### src/rtl/product_display.sv
// Converts an 8-bit product to three BCD digits with a double-dabble FSM and
// scans them onto a 4-digit common-anode seven-segment display.
module product_display #(
  parameter int REFRESH_DIV = 100000
) (
  input  logic       clk,
  input  logic       rst_n,
  input  logic [7:0] product,
  output logic [3:0] bcd_hundreds,
  output logic [3:0] bcd_tens,
  output logic [3:0] bcd_ones,
  output logic       conv_done,
  output logic [3:0] an,
  output logic [6:0] seg
);

  localparam int CW = (REFRESH_DIV > 2) ? $clog2(REFRESH_DIV) : 1;

  typedef enum logic [1:0] {CONV_IDLE, ADJUST, SHIFT, LATCH} state_t;

  state_t          r_state;
  logic [19:0]     r_shift;
  logic [2:0]      r_count;
  logic [7:0]      r_last_value;
  logic [CW-1:0]   r_refresh_cnt;
  logic [1:0]      r_digit_sel;

  logic [19:0]     w_adjusted;
  logic [3:0]      w_digit;
  logic            w_blank;
  logic [3:0]      w_an;

  function automatic logic [3:0] add3(input logic [3:0] n);
    return (n >= 4'd5) ? n + 4'd3 : n;
  endfunction

  function automatic logic [6:0] seg_of(input logic [3:0] d);
    case (d)
      4'd0:    return 7'b1000000;
      4'd1:    return 7'b1111001;
      4'd2:    return 7'b0100100;
      4'd3:    return 7'b0110000;
      4'd4:    return 7'b0011001;
      4'd5:    return 7'b0010010;
      4'd6:    return 7'b0000010;
      4'd7:    return 7'b1111000;
      4'd8:    return 7'b0000000;
      4'd9:    return 7'b0010000;
      default: return 7'b1111111;
    endcase
  endfunction

  assign w_adjusted = {add3(r_shift[19:16]), add3(r_shift[15:12]),
                       add3(r_shift[11:8]), r_shift[7:0]};

  // NOTE: state registers use non-blocking assignments so every register
  // samples pre-edge values regardless of statement order.
  always_ff @(posedge clk) begin
    if (!rst_n) begin
      r_state      <= CONV_IDLE;
      r_shift      <= '0;
      r_count      <= '0;
      r_last_value <= '0;
      bcd_hundreds <= '0;
      bcd_tens     <= '0;
      bcd_ones     <= '0;
      conv_done    <= 1'b0;
    end else begin
      conv_done <= 1'b0;
      case (r_state)
        CONV_IDLE: begin
          if (product != r_last_value) begin
            r_shift      <= {12'd0, product};
            r_count      <= '0;
            r_last_value <= product;
            r_state      <= ADJUST;
          end
        end
        ADJUST: begin
          r_shift <= w_adjusted;
          r_state <= SHIFT;
        end
        SHIFT: begin
          r_shift <= {r_shift[18:0], 1'b0};
          r_count <= r_count + 3'd1;
          r_state <= (r_count == 3'd7) ? LATCH : ADJUST;
        end
        LATCH: begin
          bcd_hundreds <= r_shift[19:16];
          bcd_tens     <= r_shift[15:12];
          bcd_ones     <= r_shift[11:8];
          conv_done    <= 1'b1;
          r_state      <= CONV_IDLE;
        end
        default: r_state <= CONV_IDLE;
      endcase
    end
  end

  // Slot select: 0 = ones, 1 = tens, 2 = hundreds; leading zeros blank.
  // NOTE: every always_comb output gets a default first so no latch is inferred.
  always_comb begin
    w_digit = bcd_ones;
    w_blank = 1'b0;
    w_an    = 4'b1111;
    case (r_digit_sel)
      2'd0: begin
        w_digit = bcd_ones;
        w_an    = 4'b1110;
      end
      2'd1: begin
        w_digit = bcd_tens;
        w_blank = (bcd_hundreds == 4'd0) && (bcd_tens == 4'd0);
        w_an    = 4'b1101;
      end
      2'd2: begin
        w_digit = bcd_hundreds;
        w_blank = (bcd_hundreds == 4'd0);
        w_an    = 4'b1011;
      end
      default: begin
        w_digit = 4'hF;
        w_blank = 1'b1;
        w_an    = 4'b1111;
      end
    endcase
  end

  always_ff @(posedge clk) begin
    if (!rst_n) begin
      r_refresh_cnt <= '0;
      r_digit_sel   <= 2'd0;
      an            <= 4'b1111;
      seg           <= 7'b1111111;
    end else begin
      if (r_refresh_cnt == CW'(REFRESH_DIV - 1)) begin
        r_refresh_cnt <= '0;
        r_digit_sel   <= (r_digit_sel == 2'd2) ? 2'd0 : r_digit_sel + 2'd1;
      end else begin
        r_refresh_cnt <= r_refresh_cnt + 1'b1;
      end
      an  <= w_an;
      seg <= w_blank ? 7'b1111111 : seg_of(w_digit);
    end
  end

endmodule
### config.mk
export PLATFORM = sky130hd
export DESIGN_NAME = product_display
export DESIGN_NICKNAME = d
export VERILOG_FILES = /design/src/rtl/product_display.sv
export SDC_FILE = /design/constraint.sdc
export NUM_CORES = 1
export LEC_CHECK = 0
export ABC_AREA = 1
export BUFFER_PORTS_ARGS = -buffer_cell sky130_fd_sc_hd__buf_2
export CAP_MARGIN = 20
export CORE_MARGIN = 10
export CORE_UTILIZATION = 53
export CTS_CLUSTER_DIAMETER = 80
export DETAILED_ROUTE_END_ITERATION = 6
export HOLD_SLACK_MARGIN = 0.15
export PLACE_DENSITY = 0.8
export RECOVER_POWER = 25
export SLEW_MARGIN = 20
export SYNTH_ARGS = -nofsm -noshare
export SYNTH_HDL_FRONTEND = slang
export SYNTH_SLANG_ARGS = --single-unit
### constraint.sdc
create_clock -name clk -period 1.7 [get_ports clk]
set_clock_uncertainty 0.2 [all_clocks]
set_input_delay 0.34 -clock clk [delete_from_list [all_inputs] [get_ports clk]]
set_output_delay 0.34 -clock clk [all_outputs]
set_load 0.005 [all_outputs]
Yosys cells after proc, flatten, opt, wreduce, memory -nomap -nowiden
Memory sizes are Yosys's and may differ from the RTL's. A register that Yosys moved wholly into a read port is not among the register bits.
Index checks and enable logic that the tools add are counted.
Storage, ports and cells
  register bits after elaboration: 69
  memory bits (read-only): 112
  input bits: 10
  output and inout bits: 24
  logic and storage cells: 68
  memories kept: 1
Operators by class
  add/subtract/negate cells: 6
  magnitude comparators: 3
  equal/unequal tests: 12
  muxes and demuxes: 15
  bitwise gates (word level): 2
  reduce and logical (&&, ||, !) cells: 15
Memory list
  (no name shown): words 16, bits a word 7, rd ports 1, clocked after memory_dff 1, write ports 0, RTL line 38  | case (d)
Operators by type and width (count)
  one-hot mux 20 bit (3 select lines): 1
  2-to-1 mux 20 bit: 1
  adder 17 x 1 -> 17 bit (second input constant): 1
  == test 17 bit (second input constant): 1
  adder 4 x 2 -> 4 bit (second input constant): 3
  greater-or-equal comparator 4 x 3 -> 1 bit (second input constant): 3
  2-to-1 mux 4 bit: 3
  one-hot mux 4 bit (3 select lines): 1
  AND reduction 3 bit: 4
  one-hot mux 3 bit (3 select lines): 1
  zero test 4 bit: 2
  inequality test 2 bit (second input constant): 4
  inequality test 8 bit: 1
  one-hot mux 2 bit (4 select lines): 1
  == test 2 bit (second input constant): 3
  2-to-1 mux 2 bit: 3
  one-hot mux 3 bit (2 select lines): 1
  == test 2 x 1 -> 1 bit (second input constant): 2
  zero test 2 bit: 2
  AND reduction 2 bit: 2
  OR reduction 2 bit: 2
  adder 3 x 1 -> 3 bit (second input constant): 1
  == test 3 bit (second input constant): 1
  2-to-1 mux 3 bit: 1
  7 further kinds: 8

Depth between registers and ports, before layout
  depth after elaboration: 4
  gate-level depth with buffers: 11
  mapped depth without buffers: 10

Worst setup path before layout
No wires, ideal clock.
  kind: reg-to-reg
  start point: register r_state[0]
  end point: register r_shift[14]
  setup time: 0.112 ns
  arrival: 1.535 ns
  data required time: 1.388 ns
  slack: -0.147 ns
  stages on the path, launching flop included: 10
  path buffers: 1
  period minus slack after synthesis: 1.847 ns
  cells stage by stage: dfxtp_1 > inv_1 > ha_1 > nand2_1 > inv_1 > buf_4 > a22oi_1 > nand3_1 > nand2_1 > nor2_1
Between the ends
  longest elaborated chain between the ends: 3
Ends and longest elaborated chain
  from (decl): RTL line 21  | state_t r_state;
  from (signal assigned): RTL line 86  | r_state <= (r_count == 3'd7) ? LATCH : ADJUST;
  == test 2 x 1 -> 1 bit, or another cell as far along: RTL line 70  | case (r_state)
  inequality test 2 bit (no line) or nonzero test 3 bit (tied branches)
  AND reduction 3 bit (no line)
  to (signal assigned): RTL line 73  | r_shift <= {12'd0, product};
  to (signal assigned): RTL line 80  | r_shift <= w_adjusted;
  to (signal assigned): RTL line 84  | r_shift <= {r_shift[18:0], 1'b0};
  to (decl): RTL line 22  | logic [19:0] r_shift;
Parallel ways exist; a longest one is shown, timed or not.
A chain may end at the register's enable or synchronous reset.

Worst setup path in the final report
  start point: register r_state[0]
  end point: register r_shift[11]
Same word-level chain as after synthesis.

==> metrics <==
outcome=finished with violations; failing checks=setup timing; CP top delay family=simple AND/OR/NAND/NOR gates; Post-synth EDFFs=0; Fmax=between 500 and 600 MHz; Final Power=~4.3 mW; number of fill cells in the layout=~480; die width=104 um; reg2reg path depth=9; Routed WL per cell=14.0 um; I/O pin count=34; final setup violation count=2; Final Non-Filler Cells=726; CTS H-tree depth=3; crit path max fanout=5; dpl cells=roughly 700; DRT iter0 DRCs=between 200 and 300; Final Cycle Share=100%; worst hold start=product[2]; crit path launch type=flop; TritonCTS buffer count=9; post-synthesis net count=565; register bit total from synthesis=75; share of the yosys chip area belonging to registers=39.7%; main flop type after synthesis=dfxtp_1; Pint=2.94 mW; slowest cell on the critical path=dfxtp_4; reg2reg start=r_state[0]; Max Buffers Root-to-Sink=2; Switching Fraction=31.9%; synth top area cells=dfxtp_1 (40%), nand2_1 (12%), nor2_1 (8.0%); FF-to-FF End=r_shift[11]; syn_area_per_cell=7.02 sq um; Tmin final=1.71 ns; Netlist cell types=36; DR WL met3=roughly 540 um; Worst-Skew Late Latency=approximately 0.35 ns; dpl ws=-0.0734 ns; Fin Setup TNS=-0.00950 ns; RSZ-0062 raised after global routing=yes; All-Layer GR Usage=16.1%; Routed Antenna Nets=0; fin nets=between 600 and 700; final hold violations=0; post-synthesis cell count=538; total of max-cap violations=0; CP arrival=between 1.5 and 2 ns; Final GP Congestion=0.878; core area=a little under 7000 sq um; Setup Crit Path Kind=reg -> reg; WP buf/inv=2; metal2 WL=5210 um; Clock Sinks=75; Detailed Routing Iterations Pass 1=5; Mapped Area=3780 sq um; Worst-path clk slew=roughly 0.08 ns; Die Footprint=10900 sq um; DP HPWL=6410 um; Synth Warn #=0; Required @ worst endpoint=1.80 ns; critical-path cell list=inv_4 > ha_4 > nand2_4 > buf_4 > nor2_1 > a31oi_1 > nand3_1 > nand2_1 > nor2_1; initial core utilization=between 50% and 60%; Setup WS post-layout=-0.00799 ns; Critical Path Source=r_state[0]; share of cells above drive strength 1=32.4%; # DRC=0; vias in the first global route=approximately 3.5k; placed cell areas=4360 sq um; maximum vdd drop=525 uV; worst hold path class=in -> reg; Hold Path End=r_last_value[2]; wl on met1=4110 um; sequential cell fraction of total power=45.9%; Synth top area share=between 30% and 40%; grt ovf=0; PwrDens=864 nW/um^2; first-pass GRT wire length=15100 um; CP peak stage delay=0.40 ns; flop2flop setup slack=-0.008 ns; Worst setup EP type=flop; hold path cells=4; CTS tree=done; initial antenna violation count=0; Detailed Route WL=10100 um; FP Rows=30; vias=3868; Max Slew Vio Count=0; fraction of registers with async set/reset=0%; Top cell by count, worst path=nor2_1; NetSw=between 1 and 1.5 mW; port bufs=32; post-layout util=72.8%; largest net degree at the start of global routing=33; post-route cell area=5000 sq um; Leak Pwr=2.27 nW; area delta synth->final=32.5%; Die Ht=104 um; top sig layer=met4; Gate power share=24.6%; Root Buffer=clkbuf_8; Final Hold Slack=0.175 ns; share of power burned in the clock network=29.6%; # diodes=0; Yosys top cell by area=dfxtp_1; routed vias/inst=5.33
per-layer routing:
layer / global-route usage [%] / up-vias
met5: 0 / -
met4: 6.76 / 0
met3: 3.41 / 28
met2: 28.4 / 122
met1: 18.1 / 1808
li1: - / 1910
power groups by stage:
stage / registers [mW] / clock network (mW) / logic (mW)
after floorplan: 1.99 / 0 / 0.559
after global placement: 2.00 / 0 / 0.835
after detailed placement: 2.00 / 0 / 0.859
after CTS: 1.96 / 1.29 / 0.874
after global routing: 2.00 / 1.37 / 1.18
final: 1.98 / 1.28 / 1.06
cell families (layout without fill, tap and decap cells):
family / count (synthesis) / count (layout) / share of synthesized area [%]
DFF: 75 / 75 / 39.7
adders and majority gates: 17 / 17 / 5.63
other: 1 / 1 / 0.0993
and+or+nand+nor: 278 / 278 / 31.9
buffers and inverters: 72 / 164 / 7.59
AOI/OAI and AO/OA: 85 / 85 / 12.8
xor gates and xnor gates: 10 / 10 / 2.32
sequential cells by signal, indices dropped and copies added, names as in the netlist:
| signal | count |
|---|---|
| seg | 7 |
| bcd_ones | 4 |
| bcd_hundreds | 4 |
| r_refresh_cnt | 17 |
| r_state | 2 |
| r_shift | 20 |
| r_last_value | 8 |
| r_count | 3 |
| bcd_tens | 4 |
| conv_done | 1 |
| an | 3 |
| r_digit_sel | 2 |
cell usage in the layout (no fill, tap or decap), types with 10 or more instances in the layout:
cell / count
dfxtp_2: 15
inv_2: 15
nand3_1: 40
o21ai_0: 24
buf_2: 32
inv_1: 37
a21oi_1: 31
dfxtp_1: 57
buf_4: 45
nand2_1: 110
nor2_1: 70
clkbuf_8: 10
nand2_2: 13
nor2_2: 10
layout make-up:
type	count	area, sq um	share of cell area, %
Inverter	55	214	4.28
Clock inverter	5	38.8	0.775
Clock buffer	11	141	2.83
Sequential cell	75	1530	30.6
Tap cell	96	120	2.40
Timing Repair Buffer	93	713	14.3
Multi-Input combinational cell	391	2240	44.9
cells in the mapped netlist, types with 2 or more instances:
cell / instances
a21oi_1: 35
a22o_1: 5
a22oi_1: 5
buf_2: 6
buf_4: 2
clkbuf_1: 8
dfxtp_1: 75
ha_1: 17
inv_1: 53
inv_2: 2
nand2_1: 125
nand3_1: 40
nand3b_1: 5
nand4_1: 6
nor2_1: 81
nor2_2: 7
nor3_1: 4
o21ai_0: 34
or2_2: 3
xnor2_1: 6
xor2_1: 4
worst min-delay path, stage by stage:
cell and delay [ns]:
buf_2 0.10, buf_4 0.11, o21ai_0 0.07, nor2_1 0.08
how the worst max path moves through the flow:
stage,end,slack [ns],cells after the start
CTS,seg[3],0.003,9
finish,r_shift[11],-0.008,9
detailed placement,r_shift[5],-0.07,11
global route,r_shift[11],-0.09,9
floorplan,r_shift[14],-0.008,10
global placement,r_shift[7],-0.007,11
timing repair:
action                     in CTS  in global routing
hold buffers                    4                  0
pin swaps                       1                 40
cloned                          0                  1
setup endpoints to repair      16                 44
setup buffers                   0                 12
hold endpoints to repair        4                  0
gates resized for setup         6                110
(Power assumes the default switching activity.)
